**src/rtl/asic_mem_port_if.sv**
```systemverilog
`default_nettype none
// ============================================================================
// Module      : asic_mem_port_if
// Description : Request, memory and writeback bundle for asic_mem_port.
// Revision    : 1.0 - initial release
// ============================================================================
interface asic_mem_port_if #(
    parameter int ADDR_BITS = 40,
    parameter int DATA_BITS = 64,
    parameter int TAG_BITS  = 2,
    parameter int R_ADDR    = 4
);
    logic                 req_val_i;
    logic                 req_rdy_o;
    logic                 req_store_i;
    logic [ADDR_BITS-1:0] req_addr_i;
    logic [DATA_BITS-1:0] req_data_i;
    logic [R_ADDR-1:0]    req_rd_i;

    logic                 mem_req_val_o;
    logic                 mem_req_rdy_i;
    logic                 mem_req_store_o;
    logic [ADDR_BITS-1:0] mem_req_addr_o;
    logic [DATA_BITS-1:0] mem_req_data_o;
    logic [TAG_BITS-1:0]  mem_req_tag_o;

    logic                 mem_resp_val_i;
    logic [TAG_BITS-1:0]  mem_resp_tag_i;
    logic [DATA_BITS-1:0] mem_resp_data_i;

    logic                 wb_val_o;
    logic                 wb_rdy_i;
    logic [DATA_BITS-1:0] wb_data_o;
    logic [R_ADDR-1:0]    wb_raddr_o;

    logic                 busy_o;
    logic                 err_o;

    // The memory port itself.
    modport slave (
        input  req_val_i, req_store_i, req_addr_i, req_data_i, req_rd_i,
        output req_rdy_o,
        output mem_req_val_o, mem_req_store_o, mem_req_addr_o, mem_req_data_o, mem_req_tag_o,
        input  mem_req_rdy_i,
        input  mem_resp_val_i, mem_resp_tag_i, mem_resp_data_i,
        output wb_val_o, wb_data_o, wb_raddr_o,
        input  wb_rdy_i,
        output busy_o, err_o
    );

    // Datapath control plus processor memory system surrounding the port.
    modport master (
        output req_val_i, req_store_i, req_addr_i, req_data_i, req_rd_i,
        input  req_rdy_o,
        input  mem_req_val_o, mem_req_store_o, mem_req_addr_o, mem_req_data_o, mem_req_tag_o,
        output mem_req_rdy_i,
        output mem_resp_val_i, mem_resp_tag_i, mem_resp_data_i,
        input  wb_val_o, wb_data_o, wb_raddr_o,
        output wb_rdy_i,
        input  busy_o, err_o
    );
endinterface
`default_nettype wire

```
**src/rtl/asic_mem_port.sv**
```systemverilog
`default_nettype none
// ============================================================================
// Module      : asic_mem_port
// Description : Tagged memory request issue stage with load writeback FIFO.
// Revision    : 1.0 - initial release
// ============================================================================
module asic_mem_port #(
    parameter int ADDR_BITS = 40,
    parameter int DATA_BITS = 64,
    parameter int TAG_BITS  = 2,
    parameter int R_ADDR    = 4,
    parameter int WB_DEPTH  = 2
) (
    input  logic            clk,
    input  logic            reset,
    asic_mem_port_if.slave  bus
);
    localparam int c_NTAGS = 1 << TAG_BITS;
    localparam int c_PTR_W = (WB_DEPTH > 1) ? $clog2(WB_DEPTH) : 1;
    localparam int c_CNT_W = $clog2(WB_DEPTH + 1);

    logic                 r_iss_val;
    logic                 r_iss_store;
    logic [ADDR_BITS-1:0] r_iss_addr;
    logic [DATA_BITS-1:0] r_iss_data;
    logic [TAG_BITS-1:0]  r_iss_tag;

    logic [c_NTAGS-1:0]   r_tag_alloc;
    logic [c_NTAGS-1:0]   r_tag_store;
    logic [R_ADDR-1:0]    r_tag_rd [c_NTAGS];

    logic [DATA_BITS-1:0] r_fifo_data [WB_DEPTH];
    logic [R_ADDR-1:0]    r_fifo_rd   [WB_DEPTH];
    logic [c_PTR_W-1:0]   r_wr_ptr;
    logic [c_PTR_W-1:0]   r_rd_ptr;
    logic [c_CNT_W-1:0]   r_count;
    logic                 r_err;

    logic                 w_free_found;
    logic [TAG_BITS-1:0]  w_free_tag;
    logic [31:0]          w_load_pend;
    logic                 w_credit_ok;
    logic                 w_mem_fire;
    logic                 w_req_rdy;
    logic                 w_accept;
    logic                 w_resp_hit;
    logic                 w_resp_miss;
    logic                 w_push;
    logic                 w_pop;

    function automatic logic [c_PTR_W-1:0] f_ptr_inc(input logic [c_PTR_W-1:0] p);
        return (p == c_PTR_W'(WB_DEPTH - 1)) ? '0 : p + 1'b1;
    endfunction

    // Lowest free tag wins: scan high-to-low so the last hit is the lowest index.
    always_comb begin
        w_free_found = 1'b0;
        w_free_tag   = '0;
        for (int i = c_NTAGS - 1; i >= 0; i--) begin
            if (!r_tag_alloc[i]) begin
                w_free_found = 1'b1;
                w_free_tag   = TAG_BITS'(i);
            end
        end
    end

    // Every in-flight load reserves a FIFO slot so responses never need backpressure.
    always_comb begin
        w_load_pend = 32'(r_count);
        for (int i = 0; i < c_NTAGS; i++) begin
            if (r_tag_alloc[i] && !r_tag_store[i]) begin
                w_load_pend = w_load_pend + 32'd1;
            end
        end
    end

    assign w_credit_ok = (w_load_pend < 32'(WB_DEPTH));
    assign w_mem_fire  = r_iss_val & bus.mem_req_rdy_i;
    assign w_req_rdy   = reset & (~r_iss_val | w_mem_fire) & w_free_found
                         & (bus.req_store_i | w_credit_ok);
    assign w_accept    = bus.req_val_i & w_req_rdy;
    assign w_resp_hit  = bus.mem_resp_val_i &  r_tag_alloc[bus.mem_resp_tag_i];
    assign w_resp_miss = bus.mem_resp_val_i & ~r_tag_alloc[bus.mem_resp_tag_i];
    assign w_push      = w_resp_hit & ~r_tag_store[bus.mem_resp_tag_i];
    assign w_pop       = (r_count != '0) & bus.wb_rdy_i;

    always_ff @(posedge clk) begin
        if (!reset) begin
            r_iss_val   <= 1'b0;
            r_iss_store <= 1'b0;
            r_iss_addr  <= '0;
            r_iss_data  <= '0;
            r_iss_tag   <= '0;
            r_tag_alloc <= '0;
            r_tag_store <= '0;
            for (int i = 0; i < c_NTAGS; i++) begin
                r_tag_rd[i] <= '0;
            end
            for (int i = 0; i < WB_DEPTH; i++) begin
                r_fifo_data[i] <= '0;
                r_fifo_rd[i]   <= '0;
            end
            r_wr_ptr    <= '0;
            r_rd_ptr    <= '0;
            r_count     <= '0;
            r_err       <= 1'b0;
        end else begin
            if (w_accept) begin
                r_iss_val               <= 1'b1;
                r_iss_store             <= bus.req_store_i;
                r_iss_addr              <= bus.req_addr_i;
                r_iss_data              <= bus.req_data_i;
                r_iss_tag               <= w_free_tag;
                r_tag_alloc[w_free_tag] <= 1'b1;
                r_tag_store[w_free_tag] <= bus.req_store_i;
                r_tag_rd[w_free_tag]    <= bus.req_rd_i;
            end else if (w_mem_fire) begin
                r_iss_val <= 1'b0;
            end

            // Allocation only targets free tags, so this never collides with the set above.
            if (w_resp_hit) begin
                r_tag_alloc[bus.mem_resp_tag_i] <= 1'b0;
            end
            if (w_resp_miss) begin
                r_err <= 1'b1;
            end

            if (w_push) begin
                r_fifo_data[r_wr_ptr] <= bus.mem_resp_data_i;
                r_fifo_rd[r_wr_ptr]   <= r_tag_rd[bus.mem_resp_tag_i];
                r_wr_ptr              <= f_ptr_inc(r_wr_ptr);
            end
            if (w_pop) begin
                r_rd_ptr <= f_ptr_inc(r_rd_ptr);
            end
            case ({w_push, w_pop})
                2'b10:   r_count <= r_count + 1'b1;
                2'b01:   r_count <= r_count - 1'b1;
                default: r_count <= r_count;
            endcase
        end
    end

    assign bus.req_rdy_o       = w_req_rdy;
    assign bus.mem_req_val_o   = r_iss_val;
    assign bus.mem_req_store_o = r_iss_store;
    assign bus.mem_req_addr_o  = r_iss_addr;
    assign bus.mem_req_data_o  = r_iss_data;
    assign bus.mem_req_tag_o   = r_iss_tag;
    assign bus.wb_val_o        = (r_count != '0);
    assign bus.wb_data_o       = r_fifo_data[r_rd_ptr];
    assign bus.wb_raddr_o      = r_fifo_rd[r_rd_ptr];
    assign bus.busy_o          = r_iss_val | (|r_tag_alloc) | (r_count != '0);
    assign bus.err_o           = r_err;
endmodule
`default_nettype wire

```
**src/flat_wrapper.sv**
```systemverilog
// flat-port wrapper written by rule: the top's interface ports become plain ports
module asic_mem_port_flat 
#(
    parameter int ADDR_BITS = 40,
    parameter int DATA_BITS = 64,
    parameter int TAG_BITS  = 2,
    parameter int R_ADDR    = 4,
    parameter int WB_DEPTH  = 2
)
  (clk, reset, bus_req_val_i, bus_req_store_i, bus_req_addr_i, bus_req_data_i, bus_req_rd_i, bus_req_rdy_o, bus_mem_req_val_o, bus_mem_req_store_o, bus_mem_req_addr_o, bus_mem_req_data_o, bus_mem_req_tag_o, bus_mem_req_rdy_i, bus_mem_resp_val_i, bus_mem_resp_tag_i, bus_mem_resp_data_i, bus_wb_val_o, bus_wb_data_o, bus_wb_raddr_o, bus_wb_rdy_i, bus_busy_o, bus_err_o);
  asic_mem_port_if #(.ADDR_BITS(ADDR_BITS), .DATA_BITS(DATA_BITS), .TAG_BITS(TAG_BITS), .R_ADDR(R_ADDR)) bus_i ();
  input  logic clk;
  input  logic reset;
  input wire logic [$bits(bus_i.req_val_i)-1:0] bus_req_val_i;
  input wire logic [$bits(bus_i.req_store_i)-1:0] bus_req_store_i;
  input wire logic [$bits(bus_i.req_addr_i)-1:0] bus_req_addr_i;
  input wire logic [$bits(bus_i.req_data_i)-1:0] bus_req_data_i;
  input wire logic [$bits(bus_i.req_rd_i)-1:0] bus_req_rd_i;
  output wire logic [$bits(bus_i.req_rdy_o)-1:0] bus_req_rdy_o;
  output wire logic [$bits(bus_i.mem_req_val_o)-1:0] bus_mem_req_val_o;
  output wire logic [$bits(bus_i.mem_req_store_o)-1:0] bus_mem_req_store_o;
  output wire logic [$bits(bus_i.mem_req_addr_o)-1:0] bus_mem_req_addr_o;
  output wire logic [$bits(bus_i.mem_req_data_o)-1:0] bus_mem_req_data_o;
  output wire logic [$bits(bus_i.mem_req_tag_o)-1:0] bus_mem_req_tag_o;
  input wire logic [$bits(bus_i.mem_req_rdy_i)-1:0] bus_mem_req_rdy_i;
  input wire logic [$bits(bus_i.mem_resp_val_i)-1:0] bus_mem_resp_val_i;
  input wire logic [$bits(bus_i.mem_resp_tag_i)-1:0] bus_mem_resp_tag_i;
  input wire logic [$bits(bus_i.mem_resp_data_i)-1:0] bus_mem_resp_data_i;
  output wire logic [$bits(bus_i.wb_val_o)-1:0] bus_wb_val_o;
  output wire logic [$bits(bus_i.wb_data_o)-1:0] bus_wb_data_o;
  output wire logic [$bits(bus_i.wb_raddr_o)-1:0] bus_wb_raddr_o;
  input wire logic [$bits(bus_i.wb_rdy_i)-1:0] bus_wb_rdy_i;
  output wire logic [$bits(bus_i.busy_o)-1:0] bus_busy_o;
  output wire logic [$bits(bus_i.err_o)-1:0] bus_err_o;
  assign bus_i.req_val_i = bus_req_val_i;
  assign bus_i.req_store_i = bus_req_store_i;
  assign bus_i.req_addr_i = bus_req_addr_i;
  assign bus_i.req_data_i = bus_req_data_i;
  assign bus_i.req_rd_i = bus_req_rd_i;
  assign bus_req_rdy_o = bus_i.req_rdy_o;
  assign bus_mem_req_val_o = bus_i.mem_req_val_o;
  assign bus_mem_req_store_o = bus_i.mem_req_store_o;
  assign bus_mem_req_addr_o = bus_i.mem_req_addr_o;
  assign bus_mem_req_data_o = bus_i.mem_req_data_o;
  assign bus_mem_req_tag_o = bus_i.mem_req_tag_o;
  assign bus_i.mem_req_rdy_i = bus_mem_req_rdy_i;
  assign bus_i.mem_resp_val_i = bus_mem_resp_val_i;
  assign bus_i.mem_resp_tag_i = bus_mem_resp_tag_i;
  assign bus_i.mem_resp_data_i = bus_mem_resp_data_i;
  assign bus_wb_val_o = bus_i.wb_val_o;
  assign bus_wb_data_o = bus_i.wb_data_o;
  assign bus_wb_raddr_o = bus_i.wb_raddr_o;
  assign bus_i.wb_rdy_i = bus_wb_rdy_i;
  assign bus_busy_o = bus_i.busy_o;
  assign bus_err_o = bus_i.err_o;
  asic_mem_port #(.ADDR_BITS(ADDR_BITS), .DATA_BITS(DATA_BITS), .TAG_BITS(TAG_BITS), .R_ADDR(R_ADDR), .WB_DEPTH(WB_DEPTH)) u_core (.clk(clk), .reset(reset), .bus(bus_i));
endmodule
```
**config.mk**
```make
export PLATFORM = sky130hd
export DESIGN_NAME = asic_mem_port_flat
export DESIGN_NICKNAME = d
export VERILOG_FILES = /design/src/rtl/asic_mem_port_if.sv /design/src/rtl/asic_mem_port.sv /design/src/flat_wrapper.sv
export SDC_FILE = /design/constraint.sdc
export NUM_CORES = 1
export LEC_CHECK = 0
export ABC_AREA = 1
export CELL_PAD_IN_SITES_DETAIL_PLACEMENT = 0
export CELL_PAD_IN_SITES_GLOBAL_PLACEMENT = 2
export CORE_UTILIZATION = 35
export DETAILED_ROUTE_END_ITERATION = 16
export DONT_BUFFER_PORTS = 1
export PLACE_DENSITY = 0.76
export SLEW_MARGIN = 20
export SYNTH_ARGS = -nofsm -noshare
export SYNTH_HDL_FRONTEND = slang
export SYNTH_SLANG_ARGS = --single-unit
```
**constraint.sdc**
```tcl
create_clock -name clk -period 5.9 [get_ports clk]
set_clock_uncertainty 0.1 [all_clocks]
set_input_delay 1.18 -clock clk [delete_from_list [all_inputs] [get_ports clk]]
set_output_delay 1.18 -clock clk [all_outputs]
set_load 0.02 [all_outputs]
```
# Word-level counts from Yosys, hierarchy flattened
# Memory sizes are Yosys's and may differ from the RTL's. A register that Yosys moved wholly into a read port is not among the register bits.
# Index checks and enable logic that the tools add are counted.
# totals
regBits,121
latchBits,0
ramBits,152
rom_bits,0
inputBits,181
out_inout_bits,180
elab_cells,114
memories,3
# memory_table
name,words,width,rd,rd_ports_with_merged_regs,wr,line_no,text
u_core.r_fifo_data,2,64,1,1,2,asic_mem_port.sv:32,logic [DATA_BITS-1:0] r_fifo_data [WB_DEPTH];
u_core.r_tag_rd,4,4,1,0,4,asic_mem_port.sv:30,logic [R_ADDR-1:0] r_tag_rd [c_NTAGS];
u_core.r_fifo_rd,2,4,1,1,2,asic_mem_port.sv:33,logic [R_ADDR-1:0] r_fifo_rd [WB_DEPTH];
# op_classes
addsub,8
n_mul,0
div_mod_pow,0
order_cmp,5
eq_ne,2
n_shift,0
muxes,49
n_bitwise,19
reduce_logical,17
# ops
op,count
$mux W32,4
$add A32 B1 Y32 const B,3
$mux W64,1
$reduce_or A64 Y1,1
$lt A32 B2 Y1 const B,1
$mux W1,28
$mux W4,5
$reduce_or A4 Y1,3
$mux W2,5
$and A1 B1 Y1,9
$logic_and A1 B1 Y1,6
$lt A2 B3 Y1 const B,2
$reduce_bool A2 Y1,3
$and A4 B4 Y4,1
$bmux W1 S2,2
$bwmux W4,1
$demux W1 S2,2
$ge A2 B1 Y1 const B,2
$logic_not A1 Y1,4
$not A4 Y4,1
$or A1 B1 Y1,4
$or A4 B4 Y4,1
$pmux W2 S2,1
$add A2 B1 Y3 const B,1
other kinds (6),9

# Logic depth before layout (Yosys ltp)
# Gate-level depths: netlist of run 1.
# depth
ltp_word,18
mapped_depth,23
depth_no_buf,22

# Worst setup path after synthesis of run 1
# Ideal clock, no wire load.
# synth_path
path_type,input-to-reg
startpoint,input bus_mem_resp_tag_i[0]
endpoint,memory u_core.r_fifo_data[1][0] (enable)
setup_time_ns,0.428
arrival_ns,4.039
t_required_ns,5.372
path_slack_ns,1.333
path_stages,10
path_buffers,3
cell_sequence,clkbuf_1 nor2_1 inv_2 o22ai_1 a221oi_1 nor2_1 nand4_1 buf_2 buf_2 nand2_1
# synth_rtl
element,line_no,text
from (decl),flat_wrapper.sv:27,input wire logic [$bits(bus_i.mem_resp_tag_i)-1:0] bus_mem_resp_tag_i;
to (decl),asic_mem_port.sv:32,

# Worst setup path after layout of run 1
# layout_path
startpoint,register u_core.r_count[0]
endpoint,output bus_req_rdy_o
# layout_via
elab_chain_len,11
# layout_rtl
element,line_no,text
from (decl),asic_mem_port.sv:36,logic [c_CNT_W-1:0] r_count;
from (signal assigned),asic_mem_port.sv:138,2'b10: r_count <= r_count + 1'b1;
from (signal assigned),asic_mem_port.sv:139,2'b01: r_count <= r_count - 1'b1;
from (signal assigned),asic_mem_port.sv:140,default: r_count <= r_count;
$add A2 B1 Y3,asic_mem_port.sv:72,w_load_pend = w_load_pend + 32'd1;
$mux W32 (*),asic_mem_port.sv:71,if (r_tag_alloc[i] && !r_tag_store[i]) begin
$add A32 B1 Y32,asic_mem_port.sv:72,
$mux W32 (*),asic_mem_port.sv:71,
$add A32 B1 Y32,asic_mem_port.sv:72,
$mux W32 (*),asic_mem_port.sv:71,
$add A32 B1 Y32,asic_mem_port.sv:72,
$mux W32 (*),asic_mem_port.sv:71,
$lt A32 B2 Y1 (*),asic_mem_port.sv:77,assign w_credit_ok = (w_load_pend < 32'(WB_DEPTH));
$or A1 B1 Y1 (*),asic_mem_port.sv:80,& (bus.req_store_i | w_credit_ok);
$and A1 B1 Y1 (*),asic_mem_port.sv:80,
to (decl),flat_wrapper.sv:19,output wire logic [$bits(bus_i.req_rdy_o)-1:0] bus_req_rdy_o;
# Mark *: on every way between the ends. The rest lies on a longest branch, timed or not.

==> results of run 1 <==
[metrics by stage]
step	cells	hold slack [ns]	area, sq um	utilization
after floorplan	1139	0.3531	11410	-
after global placement	1506	0.3709	11680	0.3673
after detailed placement	1506	0.3739	11680	0.3673
after CTS	1561	0.3891	12600	0.3963
after global routing	1561	0.4516	12600	0.3963
final	1561	0.3927	12600	0.3963
[final cells by class]
| type | instances | area, sq um |
|---|---|---|
| clock buffer | 39 | 804.5 |
| clock inverter | 16 | 116.4 |
| fill | 3153 | 19200 |
| inverter | 102 | 384.1 |
| multi-input combinational | 688 | 3689 |
| sequential | 274 | 7010 |
| tap | 435 | 544.3 |
| timing repair buffer | 7 | 52.55 |
[cells by family (layout without fill, tap and decap cells)]
| group | after synthesis | count (layout) | share of synthesized area |
|---|---|---|---|
| and+or+nand+nor | 475 | 475 | 0.1788 |
| DFF | 274 | 274 | 0.6140 |
| buffers and inverters | 177 | 164 | 0.06590 |
| AOI/OAI and AO/OA | 137 | 137 | 0.06601 |
| muxes | 68 | 68 | 0.06710 |
| adders and majority gates | 6 | 6 | 0.006579 |
| xor gates and xnor gates | 2 | 2 | 0.001535 |
[synth_stat cells]
master / n
nor3_2: 1
a211oi_1: 1
xor2_1: 1
a21boi_1: 1
o22ai_1: 2
or2_1: 1
nor2_2: 1
edfxtp_1: 152
a21oi_2: 10
nand2_1: 162
o21ai_0: 9
clkbuf_1: 41
inv_2: 2
nand4_1: 5
nor4_1: 1
nand3_1: 119
nand3_2: 11
buf_4: 10
and3_1: 1
buf_1: 2
nor2_1: 165
o21ai_1: 1
dfxtp_1: 122
nor3_1: 7
inv_1: 100
ha_1: 6
a21oi_1: 107
buf_2: 19
mux2_2: 68
xnor2_1: 1
buf_8: 1
buf_6: 2
a221oi_1: 6
nand2_2: 1
[path summary, 6_finish.rpt]
kind                                      start                                   endpoint  slack, ns  cells after the start
max reg2reg      u_core.r_count[0]$_SDFFE_PN0P_  u_core.bus.mem_req_addr_o[4]$_SDFFE_PN0P_       1.35                     19
min          u_core.r_tag_store[0]$_SDFFE_PN0P_         u_core.r_tag_store[0]$_SDFFE_PN0P_       0.39                      2
min reg2reg  u_core.r_tag_store[0]$_SDFFE_PN0P_         u_core.r_tag_store[0]$_SDFFE_PN0P_       0.39                      2
max              u_core.r_count[0]$_SDFFE_PN0P_                              bus_req_rdy_o       1.20                     15
[per-layer routing]
layer / up-vias / routed length, microns / global-route usage
met1: 3614 / 11870 / 0.2053
li1: 3739 / - / -
met3: 33 / 2658 / 0.05668
met4: 0 / 512 / 0.03462
met5: - / 0 / 0
met2: 296 / 13260 / 0.2611
[flip-flops by register name (all words and copies together) (netlist names), named ones only]
register / flops
u_core.r_tag_rd: 16
u_core.r_tag_alloc: 4
u_core.bus.mem_req_val_o: 1
u_core.r_count: 2
u_core.bus.mem_req_tag_o: 2
u_core.r_rd_ptr: 1
u_core.r_fifo_rd: 8
u_core.r_wr_ptr: 1
u_core.bus.mem_req_data_o: 64
u_core.r_fifo_data: 128
u_core.r_tag_store: 4
u_core.bus.mem_req_addr_o: 40
u_core.bus.mem_req_store_o: 1
u_core.bus.err_o: 1
[worst max-delay path: cells and delay by family (launching register included)]
family | cells | cell delay [ns]
compound gates | 1 | 0.27
buf+inv | 1 | 0.11
fa+ha+maj | 3 | 0.88
flops | 1 | 0.40
simple gates | 10 | 1.21
[power breakdown]
part           leakage [nW]  switching, mW  internal [mW]
Combinational          1.88          0.207         0.0875
Sequential             2.57          0.102           2.10
Clock                 0.445          0.771          0.967
==> impl_metrics.json, run 1 <==
{
  "outcome": "completed",
  "period_needed_ns": 4.698,
  "grt_max_degree": 114,
  "critPathKind": "flip-flop to primary output",
  "syn-num-nets": 1326,
  "pre_cts_slack_ns": 1.274,
  "die-height_microns": 182.6,
  "synth_area_sq_um": 11410,
  "port_buffers": 0,
  "slowest_delay_ns": 0.40,
  "grt_overflow": 0,
  "vias": 7682,
  "final_antenna_net_count": 0,
  "max_freq_mhz": 212.8,
  "post-dp-hpwl_microns": 18070,
  "wl_microns": 28300,
  "post-synth-top-area-cell": "edfxtp_1",
  "slew_headroom": 0.3251,
  "ys_ff_latch": 274,
  "syn_inst": 1139,
  "drc": 0,
  "cp.required_ns": 4.62,
  "maxCapViolations": 0,
  "final_nets": 1290,
  "rsz0062_at_grt": "no",
  "drt_iter0_markers": 413,
  "cp-end-kind": "primary output",
  "finalSetupViolations": 0,
  "power.total_mw": 4.232,
  "setup_tns_ns": 0,
  "path_max_fanout": 5,
  "grt_pass1_wl_microns": 42120,
  "cts_setup_buffers": 0,
  "fin_ws_ns": 1.202,
  "cts_buffer_depth": 3,
  "vdd_drop_max_uv": 228.0,
  "cts_inserted_buffers": 30,
  "cts_resized": 0,
  "syn_avg_cell_area_sq_um": 10.02,
  "layout_common_cells": "nor2_1, nand2_1, edfxtp_1",
  "hold_class": "flip-flop to flip-flop",
  "tightest_slew_ns": 1.012,
  "die_x_microns": 182.6,
  "syn_to_final_growth_pct": 10.43,
  "arrival_ns": 3.42,
  "synth_cell_types": 34,
  "coreArea_sq_um": 31800,
  "synth_area_leaders": "edfxtp_1, dfxtp_1, mux2_2, nor2_1, nand2_1",
  "insertion_delay_ns": 0.57,
  "synth_warnings": 0,
  "crit_chain": "inv_1 -> ha_1 -> nand3_1 -> nand2_1 -> ha_1 -> or2_1 -> nand3_1 -> nand2_1 -> ha_1 -> and3_1 -> nor2_1 -> nand3_1 -> nor2_1 -> nand2_1 -> a21boi_4",
  "yosysSeqAreaShare": 0.6140,
  "ios": 361,
  "dieArea_sq_um": 33330,
  "slew_viol_final": 0,
  "initial_utilization": 0.3588,
  "synth_top_cell_area_share": 0.4000,
  "place.gp.congestion": 0.7574,
  "htree_levels": 1,
  "via_per_inst": 4.921,
  "power.leakage_nw": 4.888,
  "clock-root-buffer": "clkbuf_16",
  "drive_gt1_frac": 0.1350,
  "cts.clk_slew.worst_paths_ns": 0.06,
  "cts_hold_buffers": 0,
  "cts.sinks": 274,
  "grt_pass1_vias": 7439,
  "drt-pass1-iter-count": 4,
  "final_common_cell": "nor2_1",
  "pwr_density_cell_nw_per_um2": 335.9,
  "antenna_found_initial": 0,
  "startpoint_type": "flip-flop",
  "groute.usage.overall": 0.1607,
  "hold_viol": 0,
  "rows": 65,
  "critPathSlowestCell": "dfxtp_1",
  "cts_tree": "built",
  "post_drt_wl_per_cell_microns": 18.13,
  "period_share": 0.7963,
  "diodes": 0
}
Note: power is estimated with default switching activity, not from simulation.
==> inputs of run 2 (changes only) <==
clock period = 4.4 ns   (was 5.9 ns; I/O delays follow)
==> impl_metrics.json, run 2 (synthesis gave the netlist of run 1 again) <==
{
  "hold_class": "input port to flip-flop",
  "outcome": "completed",
  "arrival_ns": 3.20,
  "power.leakage_nw": 4.928,
  "path_max_fanout": 5,
  "final_antenna_net_count": 0,
  "cts_tree": "built",
  "cts.sinks": 274,
  "slew_headroom": 0.2979,
  "startpoint_type": "flip-flop",
  "largest_reg_flops": 128,
  "antenna_found_initial": 1,
  "grt_max_degree": 114,
  "critPathSlowestCell": "dfxtp_4",
  "maxCapViolations": 0,
  "slew_viol_final": 0,
  "vias": 7615,
  "max_freq_mhz": 239.3,
  "fill_cells": 3135,
  "syn_to_final_growth_pct": 11.44,
  "grt_pass1_wl_microns": 42170,
  "ios": 361,
  "groute.usage.overall": 0.1603,
  "cts.clk_slew.worst_paths_ns": 0.06,
  "layout_common_cells": "nor2_1, nand2_1, edfxtp_1",
  "insertion_delay_ns": 0.57,
  "rsz0062_at_grt": "no",
  "drt_iter0_markers": 328,
  "place.gp.congestion": 0.7701,
  "crit_chain": "inv_2 -> ha_4 -> nand3_1 -> nand2_2 -> ha_1 -> or2_1 -> nand3_1 -> nand2_2 -> ha_1 -> and3_1 -> nor2_1 -> nand3_1 -> nor2_1 -> nand2_2 -> a21boi_4",
  "drt-pass1-iter-count": 4,
  "vdd_drop_max_uv": 295.7,
  "via_per_inst": 4.863,
  "period_share": 0.9499,
  "die_x_microns": 182.6,
  "multi_input_area_sq_um": 3709,
  "finalSetupViolations": 0,
  "cp-end-kind": "primary output",
  "dieArea_sq_um": 33330,
  "setup_tns_ns": 0,
  "tightest_slew_ns": 1.053,
  "hold_viol": 0,
  "cts_hold_buffers": 0,
  "coreArea_sq_um": 31800,
  "post_drt_wl_per_cell_microns": 18.03,
  "period_needed_ns": 4.180,
  "area.sequential_sq_um": 7017,
  "die-height_microns": 182.6,
  "initial_utilization": 0.3588,
  "port_buffers": 0,
  "regMostFlops": "u_core.r_fifo_data",
  "rows": 65,
  "final_cells": 1566,
  "final_nets": 1294,
  "cp.required_ns": 3.42,
  "cts_inserted_buffers": 30,
  "drive_gt1_frac": 0.1425,
  "post-dp-hpwl_microns": 17850,
  "clock-root-buffer": "clkbuf_16",
  "dp.cells": 1510,
  "grt_pass1_vias": 7459,
  "pwr_density_cell_nw_per_um2": 451.4,
  "critPathKind": "flip-flop to primary output",
  "final_common_cell": "nor2_1",
  "htree_levels": 1,
  "slowest_delay_ns": 0.36,
  "wl_microns": 28230,
  "grt_overflow": 0,
  "drc": 0,
  "cts_buffer_depth": 3
}
run 2: path summary, 6_finish.rpt:
check | slack [ns] | depth (start not counted) | from | to
worst max-delay path | 0.22 | 15 | u_core.r_count[0]$_SDFFE_PN0P_ | bus_req_rdy_o
worst min register to register | 0.40 | 2 | u_core.r_wr_ptr$_SDFFE_PN0P_ | u_core.r_wr_ptr$_SDFFE_PN0P_
worst max register to register | 0.74 | 18 | u_core.r_count[0]$_SDFFE_PN0P_ | u_core.bus.mem_req_data_o[29]$_SDFFE_PN0P_
worst min-delay path | 0.33 | 2 | reset | u_core.r_tag_store[2]$_SDFFE_PN0P_
run 2: worst max-delay path: cells and delay by family (launching register included):
family	cells	cell delay [ns]
flops	1	0.36
buf+inv	1	0.06
simple gates	10	1.15
compound gates	1	0.29
fa+ha+maj	3	0.77
run 2: power breakdown:
part	total (mW)	internal, mW	switching, mW
registers	2.95	2.81	0.138
logic	0.401	0.125	0.276
clock network	2.39	1.37	1.02
run 2: area by class of cell:
cell class | instances | share of cell area
repair buffers | 11 | 0.009446
well taps | 435 | 0.04280
flip-flops and latches | 274 | 0.5518
clock inverters | 12 | 0.008659
inverters | 102 | 0.03021
diodes | 1 | 0.0001968
multi-input cells | 688 | 0.2916
clock buffers | 43 | 0.06524
run 2: routing by layer:
layer  routed length (microns)  vias to the layer above  GRT usage
li1                          -                     3752          -
met1                     11690                     3536     0.1961
met2                     13110                      286     0.2598
met3                      2822                       41    0.06266
met4                       610                        0    0.04773
met5                         0                        -          0
run 2: timing repair:
item	4_1_cts	5_1_grt
endpoints found under the hold margin	0	0
endpoints found under the setup margin	0	1
resized for setup	0	10
buffers inserted	0	0
run 2: stage by stage:
step / hold WS (ns) / area (sq um) / util / setup WS [ns] / total power [mW]
floorplan: 0.3531 / 11410 / - / 0.1330 / 3.332
global placement: 0.3711 / 11750 / 0.3694 / 0.6835 / 3.408
detailed placement: 0.3855 / 11750 / 0.3694 / 0.6421 / 3.411
CTS: 0.3013 / 12690 / 0.3990 / 0.03763 / 5.814
global route: 0.3056 / 12720 / 0.3999 / 0.01753 / 5.961
finish: 0.3333 / 12720 / 0.3999 / 0.2205 / 5.740
